===== config.mk =====
export PLATFORM = sky130hd
export DESIGN_NAME = hazard_unit_mdu
export DESIGN_NICKNAME = d
export VERILOG_FILES = /design/src/rtl/hazard_unit_mdu.sv
export SDC_FILE = /design/constraint.sdc
export NUM_CORES = 1
export LEC_CHECK = 0
export CORE_MARGIN = 2
export CORE_UTILIZATION = 48
export DETAILED_ROUTE_END_ITERATION = 12
export PLACE_DENSITY = 0.79
export SLEW_MARGIN = 15
export SYNTH_ARGS = -nofsm -noshare
export SYNTH_HDL_FRONTEND = slang
export SYNTH_SLANG_ARGS = --single-unit
export TNS_END_PERCENT = 10

===== constraint.sdc =====
create_clock -name clk -period 2.5 [get_ports clk]
set_input_delay 0.5 -clock clk [delete_from_list [all_inputs] [get_ports clk]]
set_output_delay 0.5 -clock clk [all_outputs]
set_load 0.01 [all_outputs]

===== src/rtl/hazard_unit_mdu.sv =====
`default_nettype none
// ============================================================================
//  Module   : hazard_unit_mdu
//  Function : Hazard detection and forwarding control for the 5-stage MIPS
//             pipeline. Tracks a multi-cycle multiply/divide unit and keeps
//             saturating per-cause stall counters.
//  Revision : 1.0  initial release
// ============================================================================
module hazard_unit_mdu #(
   parameter int RA_W        = 5,
   parameter int BRANCH_IN_D = 1,
   parameter int MDU_LAT     = 4,
   parameter int CNT_W       = 16
) (
   input  logic             clk,
   input  logic             reset,
   input  logic             BranchD,
   input  logic [RA_W-1:0]  RsD,
   input  logic [RA_W-1:0]  RtD,
   input  logic [RA_W-1:0]  RsE,
   input  logic [RA_W-1:0]  RtE,
   input  logic [RA_W-1:0]  RdM,
   input  logic             MemToRegE,
   input  logic             RegWriteE,
   input  logic [RA_W-1:0]  WriteRegE,
   input  logic             MemToRegM,
   input  logic             RegWriteM,
   input  logic [RA_W-1:0]  WriteRegM,
   input  logic             RegWriteW,
   input  logic [RA_W-1:0]  WriteRegW,
   input  logic             MduStartE,
   input  logic             MduUseD,
   input  logic             ClrCnt,
   output logic             StallF,
   output logic             StallD,
   output logic             FlushE,
   output logic             ForwardAD,
   output logic             ForwardBD,
   output logic [1:0]       ForwardAE,
   output logic [1:0]       ForwardBE,
   output logic             ForwardMM,
   output logic             MduBusy,
   output logic [CNT_W-1:0] LwStallCnt,
   output logic [CNT_W-1:0] BrStallCnt,
   output logic [CNT_W-1:0] MduStallCnt
);

   // Countdown width: enough to hold MDU_LAT-1, never narrower than one bit.
   localparam int C_CNT_BITS = (MDU_LAT > 1) ? $clog2(MDU_LAT) : 1;
   localparam logic [RA_W-1:0] C_ZERO_REG = '0;

   typedef enum logic [0:0] {
      ST_IDLE = 1'b0,
      ST_BUSY = 1'b1
   } mduState_t;

   mduState_t             r_state, w_stateNext;
   logic [C_CNT_BITS-1:0] r_mduCnt, w_mduCntNext;

   logic [CNT_W-1:0] r_lwCnt, r_brCnt, r_mduStallCnt;

   logic       w_lwStall, w_brStall, w_mduStall, w_stall;
   logic       w_fwdAD, w_fwdBD, w_fwdMM;
   logic [1:0] w_fwdAE, w_fwdBE;
   logic       w_busy;

   // E-stage forwarding select: M result wins over W result.
   always_comb begin
      w_fwdAE = 2'b00;
      if (RsE != C_ZERO_REG && RsE == WriteRegM && RegWriteM)
         w_fwdAE = 2'b10;
      else if (RsE != C_ZERO_REG && RsE == WriteRegW && RegWriteW)
         w_fwdAE = 2'b01;
   end

   // Same selection for the Rt operand.
   always_comb begin
      w_fwdBE = 2'b00;
      if (RtE != C_ZERO_REG && RtE == WriteRegM && RegWriteM)
         w_fwdBE = 2'b10;
      else if (RtE != C_ZERO_REG && RtE == WriteRegW && RegWriteW)
         w_fwdBE = 2'b01;
   end

   assign w_fwdMM = (RdM != C_ZERO_REG) && (RdM == WriteRegW) && RegWriteW;

   // Load-use: the instruction in D reads the register a load in E produces.
   assign w_lwStall = MemToRegE && (RtE != C_ZERO_REG) &&
                      ((RsD == RtE) || (RtD == RtE));

   // Branch comparison in D only exists when branches resolve there.
   generate
      if (BRANCH_IN_D != 0) begin : g_branchInD
         logic w_brE, w_brM;
         assign w_brE = RegWriteE && (WriteRegE != C_ZERO_REG) &&
                        ((WriteRegE == RsD) || (WriteRegE == RtD));
         assign w_brM = MemToRegM && (WriteRegM != C_ZERO_REG) &&
                        ((WriteRegM == RsD) || (WriteRegM == RtD));
         assign w_brStall = BranchD && (w_brE || w_brM);
         assign w_fwdAD   = (RsD != C_ZERO_REG) && (RsD == WriteRegM) && RegWriteM;
         assign w_fwdBD   = (RtD != C_ZERO_REG) && (RtD == WriteRegM) && RegWriteM;
      end else begin : g_branchLater
         assign w_brStall = 1'b0;
         assign w_fwdAD   = 1'b0;
         assign w_fwdBD   = 1'b0;
      end
   endgenerate

   assign w_busy     = (r_state == ST_BUSY);
   assign w_mduStall = MduUseD && w_busy;
   assign w_stall    = w_lwStall || w_brStall || w_mduStall;

   // MDU tracker state register.
   always_ff @(posedge clk) begin
      if (reset) begin
         r_state  <= ST_IDLE;
         r_mduCnt <= '0;
      end else begin
         r_state  <= w_stateNext;
         r_mduCnt <= w_mduCntNext;
      end
   end

   // MDU next state: load on start, count down while busy, drop to idle at zero.
   always_comb begin
      w_stateNext  = r_state;
      w_mduCntNext = r_mduCnt;
      case (r_state)
         ST_IDLE: begin
            if (MduStartE && MDU_LAT > 1) begin
               w_stateNext  = ST_BUSY;
               w_mduCntNext = C_CNT_BITS'(MDU_LAT - 1);
            end
         end
         ST_BUSY: begin
            if (MduStartE) begin
               // A second start while busy restarts the full latency window.
               w_mduCntNext = C_CNT_BITS'(MDU_LAT - 1);
            end else begin
               w_mduCntNext = r_mduCnt - C_CNT_BITS'(1);
               if (r_mduCnt == C_CNT_BITS'(1))
                  w_stateNext = ST_IDLE;
            end
         end
         default: begin
            w_stateNext  = ST_IDLE;
            w_mduCntNext = '0;
         end
      endcase
   end

   // Saturating per-cause stall counters; clear beats increment.
   always_ff @(posedge clk) begin
      if (reset || ClrCnt) begin
         r_lwCnt       <= '0;
         r_brCnt       <= '0;
         r_mduStallCnt <= '0;
      end else begin
         if (w_lwStall && r_lwCnt != '1)
            r_lwCnt <= r_lwCnt + CNT_W'(1);
         if (w_brStall && r_brCnt != '1)
            r_brCnt <= r_brCnt + CNT_W'(1);
         if (w_mduStall && r_mduStallCnt != '1)
            r_mduStallCnt <= r_mduStallCnt + CNT_W'(1);
      end
   end

   // All outputs are held low for as long as reset is asserted.
   assign StallF      = w_stall & ~reset;
   assign StallD      = w_stall & ~reset;
   assign FlushE      = w_stall & ~reset;
   assign ForwardAD   = w_fwdAD & ~reset;
   assign ForwardBD   = w_fwdBD & ~reset;
   assign ForwardAE   = reset ? 2'b00 : w_fwdAE;
   assign ForwardBE   = reset ? 2'b00 : w_fwdBE;
   assign ForwardMM   = w_fwdMM & ~reset;
   assign MduBusy     = w_busy & ~reset;
   assign LwStallCnt  = reset ? '0 : r_lwCnt;
   assign BrStallCnt  = reset ? '0 : r_brCnt;
   assign MduStallCnt = reset ? '0 : r_mduStallCnt;

endmodule
`default_nettype wire


==> out/metrics.cfg, run 1 <==
[run_status]
status = finished clean

[yosys]
synth_top_family_by_area = simple AND/OR/NAND/NOR gates
synthXorXnorAreaFrac_pct = 18.6
synth.top_cells.by_count = dfxtp_1, xnor2_1, nor2_1, nor2b_1
syn-cell-area_um2 = 3590
ys_ff_latch = 51
synthAdderAreaFrac_pct = 1.40
ys_warn_count = 0
yosys.area.top_type_share_pct = 28.5
syn_nets = 514
syn_inst = 459
synthFlopType = dfxtp_1
synth_mux_area_share_pct = 0.837
synth-simple-area-share_pct = 34.1
synthArstFlopShare_pct = 0
synth.most_common_cell = dfxtp_1
synth_compound_area_share_pct = 11.7
synth_area_leaders = dfxtp_1, xnor2_1, nor2b_1
synth_top_area_cell = dfxtp_1
synth_edf_count = 0
avgSynthCellArea_um2 = 7.81
yosysUniqueCellTypes = 49
seq_area_frac_synth_pct = 28.5

[finish]
area_delta_synth_final_pct = 48.9
drive_above_1_share_pct = 20.5
multi_input_area_um2 = 2510
fin_nets = 669
fillers = 577
post-route-util_pct = 73.6
diodes = 0
regArea_um2 = 1020
final_cell_area_um2 = 5340

[worst_setup_path]
reg2reg_from = r_brCnt[6]$_SDFFE_PP0P_
cp-end-kind = primary output
critical_path_buf_inv_count = 3
max_stage_delay_ns = 0.25
crit_type = primary input to primary output
cp_top_family = buffers and inverters
worstPathRequired_ns = 2.00
crit_path_top_delay_cell = dlygate4sd2_1
crit_arrival_ns = 1.97
r2r_setup_slack_ns = 0.32
crit_chain = dlygate4sd2_1 > buf_6 > xor2_1 > nor3_2 > nand3_1 > nand2_1 > a22oi_2 > a21oi_2 > buf_2
ff2ff_path_depth = 8
r2r-end = r_brCnt[11]$_SDFFE_PP0P_
cp_max_fo = 3
start_kind = primary input

[routing]
routed_via_density = 5.29
finalWirelength_um = 10600
vias = 3772
first_pass_iters = 4
final_antenna_net_count = 0
wire_per_inst_um = 14.9
drc_errors = 0
drtIter0Drc = 168

[clock_network]
ctsHoldBuffers = 0
cts_tree = done
cts-root-buf = clkbuf_8
clock_path_buffers = 2
worstSkewPairLatency_ns = 0.31
cts_htree_levels = 2
clock_sinks = 51
cts-buffers-inserted = 5
clk_pin_slew_ns = 0.10

[power]
p_leak_nw = 1.97
powerDensity_nw_per_um2 = 332
peakVddDrop_v = 0.000282
total_power_mw = 1.77

[sta]
setup_viol = 0
finClkSkew_ns = 0.00759
fin_crit_ns = 2.47
fmax_ghz = 0.405
worst_pin_slew_ns = 0.383
fin_crit_sh_pct = 98.7
max_slew_margin_pct = 74.1
setup_tns_ns = 0
slew_violations = 0
rsz0062_at_grt = yes
hold_viol = 0

[min_path]
hp-start = r_brCnt[1]$_SDFFE_PP0P_
whs_path_depth = 2
holdPathEnd = r_brCnt[1]$_SDFFE_PP0P_
hold_class = flop to flop

[die]
dieHeight_um = 90.4
die_x_um = 90.4
io_pins = 110
die_area_um2 = 8180
start_util_pct = 49.4
rows = 31
core_um2 = 7250

[grt]
grt_first_pass_wirelength_um = 17300
met2_usage_pct = 45.1
grt_max_degree = 41
antenna_found_initial = 0
track_usage_pct = 25.4
grt_use_met3_pct = 3.26
grt_pass1_vias = 3672
overflow = 0
grt_util_met1_pct = 32.6
gr-max-usage-layer = met2

[run]
maxCapViolations = 0

[placement]
port_buffers = 109
dpl_cell_area_um2 = 5110
dp_hpwl_um = 8200
routabilityCongestion = 0.923

-- worst register-to-register path, cell delays in order (launching register included) --
cell and delay [ns]:
dfxtp_1 0.41, and3_1 0.23, nand3_1 0.17, or4_4 0.55, nand3_2 0.10, and2_4 0.24
buf_4 0.16, nor3_2 0.04, o21a_1 0.16
-- logic make-up (layout without fill, tap and decap cells) --
family	after synthesis	count (layout)
simple gates	225	225
xor+xnor	76	76
compound gates	64	64
flops	51	51
buf+inv	36	191
fa+ha+maj	4	4
mux	3	3
-- cells in the final DEF, fill, tap and decap left out, types with 15 or more instances in the layout --
cell type and n:
or3_1 18, xnor2_1 45, nor2_1 45, nor2b_1 45
dfxtp_1 51, nand4_1 15, nand3_1 23, clkdlybuf4s50_1 69
xor2_1 28, buf_4 61, a21oi_1 18, nand2_1 28
-- metal layers --
layer / share of wire, % / vias up / wire, µm
met2: 50 / 94 / 5320
li1: - / 1892 / -
met5: 0 / - / 0
met1: 44 / 1769 / 4660
met4: 1.7 / 0 / 184
met3: 4.2 / 17 / 451
-- worst max-delay path by stage --
| stage | start | depth (start not counted) | slack [ns] | endpoint |
|---|---|---|---|---|
| 6_report | WriteRegM[2] | 9 | 0.03 | StallD |
| 3_5_place_dp | RtE[2] | 8 | -0.72 | StallF |
| 3_3_place_gp | RtE[2] | 8 | -0.70 | FlushE |
| 5_1_grt | RtE[0] | 8 | -0.05 | StallD |
| 2_1_floorplan | RtE[3] | 8 | 0.06 | StallD |
| 4_1_cts | RtE[1] | 8 | -0.11 | StallD |
-- what timing repair did --
action	4_1_cts	5_1_grt
endpoints found under the hold margin	0	0
setup endpoints to repair	12	12
pin swaps	15	22
gates cloned	0	0
resized for setup	74	42
setup buffers	2	5
-- area by class of cell --
class	count	share of cell area [%]
multi-input cells	372	46.9
repair buffers	174	28.9
flip-flops and latches	51	19.1
well taps	99	2.32
clock buffers	5	1.29
clock inverters	2	0.703
inverters	10	0.703
-- sequential cells by signal, indices dropped and copies added, names as in the netlist --
register	cells
r_mduStallCnt	16
r_brCnt	16
r_mduCnt	2
r_lwCnt	16
r_state	1
-- stage by stage --
step | hold WS, ns | instances | setup WS (ns)
2_1_floorplan | 0.453 | 459 | 0.0579
3_3_place_gp | 0.464 | 700 | -0.700
3_5_place_dp | 0.484 | 700 | -0.717
4_1_cts | 0.499 | 708 | -0.106
5_1_grt | 0.525 | 713 | -0.0542
6_report | 0.503 | 713 | 0.0337
-- where the power goes --
group	total (mW)	leakage [nW]	switching [mW]	internal [mW]
Clock	0.573	0.0502	0.280	0.293
Combinational	0.379	1.51	0.177	0.202
Sequential	0.823	0.412	0.00638	0.817
(Power assumes the default switching activity.)
==> run 2: changes to the inputs <==
Settings changed: CTS_CLUSTER_DIAMETER set to 60.
==> results of run 2 <==
Same layout as run 1: the final DEF is identical, and so are final timing and power.
==> run 3: changes to the inputs <==
Settings changed: CORE_UTILIZATION 48 to 30, PLACE_DENSITY 0.79 to 0.52.
Clock period 2.5 ns to 2.7 ns, I/O delays scaled along.
==> run 3 against run 2 <==
- clock-buffer cell count increased by 1
- hold slack got worse by 0.0065 ns
- sequential cell count unchanged
- critical path depth decreased by 3
- total power decreased by 3.5%
- via count decreased by 4.0%
- cell area decreased by 1.5%
- wire length about the same
- die area increased by 57%
- register-to-register slack improved by 0.26 ns
- core utilization decreased by 28 points
- cell count increased by 4.1%
- critical endpoint is now ForwardAE[0]
- largest power group unchanged
==> out/metrics.cfg, run 3 (same netlist as run 1, synthesis figures left out) <==
[sta]
fin_crit_ns = 2.68
hold_viol = 0  ; unchanged
finClkSkew_ns = 0.00712  ; -0.000474 ns
fmax_ghz = 0.373
worst_pin_slew_ns = 0.435  ; +0.0518 ns
fin_crit_sh_pct = 99.3
setup_viol = 0  ; unchanged
slew_violations = 0  ; unchanged
worst_hold_slack_ns = 0.497  ; -0.00654 ns
max_slew_margin_pct = 70.9  ; -3.2 points
rsz0062_at_grt = yes
setup_tns_ns = 0  ; unchanged

[worst_setup_path]
r2r_setup_slack_ns = 0.58  ; +0.26 ns
ff2ff_path_depth = 8  ; unchanged
cp-end-kind = primary output
cp_max_fo = 2  ; -1
r2r-end = r_brCnt[4]$_SDFFE_PP0P_
start_kind = primary input
crit_arrival_ns = 2.14  ; +0.17 ns
crit_type = primary input to primary output
reg2reg_from = r_brCnt[6]$_SDFFE_PP0P_
worstPathRequired_ns = 2.16  ; +0.16 ns

[die]
io_pins = 110  ; unchanged
core_um2 = 11600  ; +59%
die_x_um = 113  ; +25%
die_area_um2 = 12800  ; +57%
start_util_pct = 31.0  ; -18 points
dieHeight_um = 113  ; +25%
rows = 39  ; +26%

[power]
p_leak_nw = 1.84  ; -6.6%
powerDensity_nw_per_um2 = 326  ; -2.0%
peakVddDrop_v = 0.000288  ; +2.0%

[clock_network]
clk_pin_slew_ns = 0.06  ; -0.04 ns
worstSkewPairLatency_ns = 0.29  ; -0.02 ns
cts_tree = done
cts_htree_levels = 2  ; unchanged
cts-root-buf = clkbuf_16
clock_sinks = 51  ; unchanged
cts-buffers-inserted = 5  ; unchanged
ctsHoldBuffers = 0  ; unchanged
clock_path_buffers = 2  ; unchanged

[finish]
fin_nets = 653  ; -2.4%
multi_input_area_um2 = 2460  ; -1.7%
finalNonFillerCells = 742  ; +4.1%
layout_commonest_cell = clkdlybuf4s50_1
final_cell_mix = clkdlybuf4s50_1, dfxtp_1, buf_4
diodes = 0  ; unchanged
regArea_um2 = 1020  ; unchanged
top_regs = r_brCnt x16, r_lwCnt x16, r_mduStallCnt x16
post-route-util_pct = 45.5  ; -28 points
drive_above_1_share_pct = 15.4  ; -5.2 points
fillers = 1169  ; +100%
area_delta_synth_final_pct = 46.6

[routing]
drc_errors = 0  ; unchanged
routed_via_density = 4.88  ; -7.7%
drtIter0Drc = 120  ; -29%
vias = 3622  ; -4.0%
first_pass_iters = 4  ; unchanged
finalWirelength_um = 10600  ; about the same
wire_per_inst_um = 14.3  ; -4.0%
final_antenna_net_count = 0  ; unchanged

[grt]
grt_pass1_vias = 3591  ; -2.2%
grt_max_degree = 40  ; -2.4%
antenna_found_initial = 0  ; unchanged
overflow = 0  ; unchanged
grt_first_pass_wirelength_um = 17600  ; +1.6%
track_usage_pct = 16.6  ; -8.8 points

[placement]
placed_cells = 732  ; +4.6%
routabilityCongestion = 0.850  ; -7.9%
port_buffers = 109  ; unchanged
dp_hpwl_um = 8320  ; +1.5%

[min_path]
hold_class = flop to flop
whs_path_depth = 2  ; unchanged
hp-start = r_brCnt[14]$_SDFFE_PP0P_
holdPathEnd = r_brCnt[14]$_SDFFE_PP0P_

[run]
maxCapViolations = 0  ; unchanged

[run_status]
status = finished clean

==> run 3: timing repair <==
item,in CTS,in global routing
buffers inserted,1,1
endpoints found under the setup margin,10,8
resized for setup,58,12
pin swaps,6,8
==> run 3: metal layers <==
metal	part of all wire, %	wire, µm	up-vias	track usage (%)
li1	-	-	1857	-
met5	0	0	-	0
met1	51	5380	1694	23.7
met4	1.6	165	0	4.15
met3	2.4	250	13	2.57
met2	45	4810	58	26.3
==> run 3: worst max-delay path by stage <==
stage,from,endpoint,slack (ns)
3_3_place_gp,WriteRegM[2],FlushE,-0.63
3_5_place_dp,RtD[3],StallF,-0.68
5_1_grt,RtE[0],ForwardBE[1],-0.02
4_1_cts,RtE[0],StallF,-0.04
6_report,RsE[3],ForwardAE[0],0.02
2_1_floorplan,RtE[3],StallD,0.18
==> run 3: metrics by stage <==
| step | total power, mW | cell area, µm² | worst slack (ns) |
|---|---|---|---|
| after global placement | 1.10 | 5060 | -0.629 |
| after global routing | 1.79 | 5260 | -0.0158 |
| final | 1.71 | 5260 | 0.0199 |
| after CTS | 1.73 | 5220 | -0.0422 |
| after floorplan | 0.933 | 3590 | 0.178 |
| after detailed placement | 1.11 | 5060 | -0.682 |
==> run 3: power breakdown <==
part	internal, mW	switching (mW)	total [mW]	leakage, nW
Clock	0.343	0.283	0.626	0.0669
Combinational	0.170	0.155	0.325	1.36
Sequential	0.756	0.00575	0.762	0.412
Total	1.27	0.444	1.71	1.84
==> run 3: layout make-up <==
type	instances	area share, %
Clock inverter	2	0.238
Multi-Input combinational cell	372	46.9
Timing Repair Buffer	158	26.9
Inverter	10	0.714
Sequential cell	51	19.4
Tap cell	143	3.40
Clock buffer	6	2.45
==> run 3: worst max-delay path: stages <==
cell and delay, ns:
clkdlybuf4s50_1 0.43, or4_1 0.49, nor2_2 0.16, nor4_2 0.07, nor4_1 0.26, buf_2 0.19
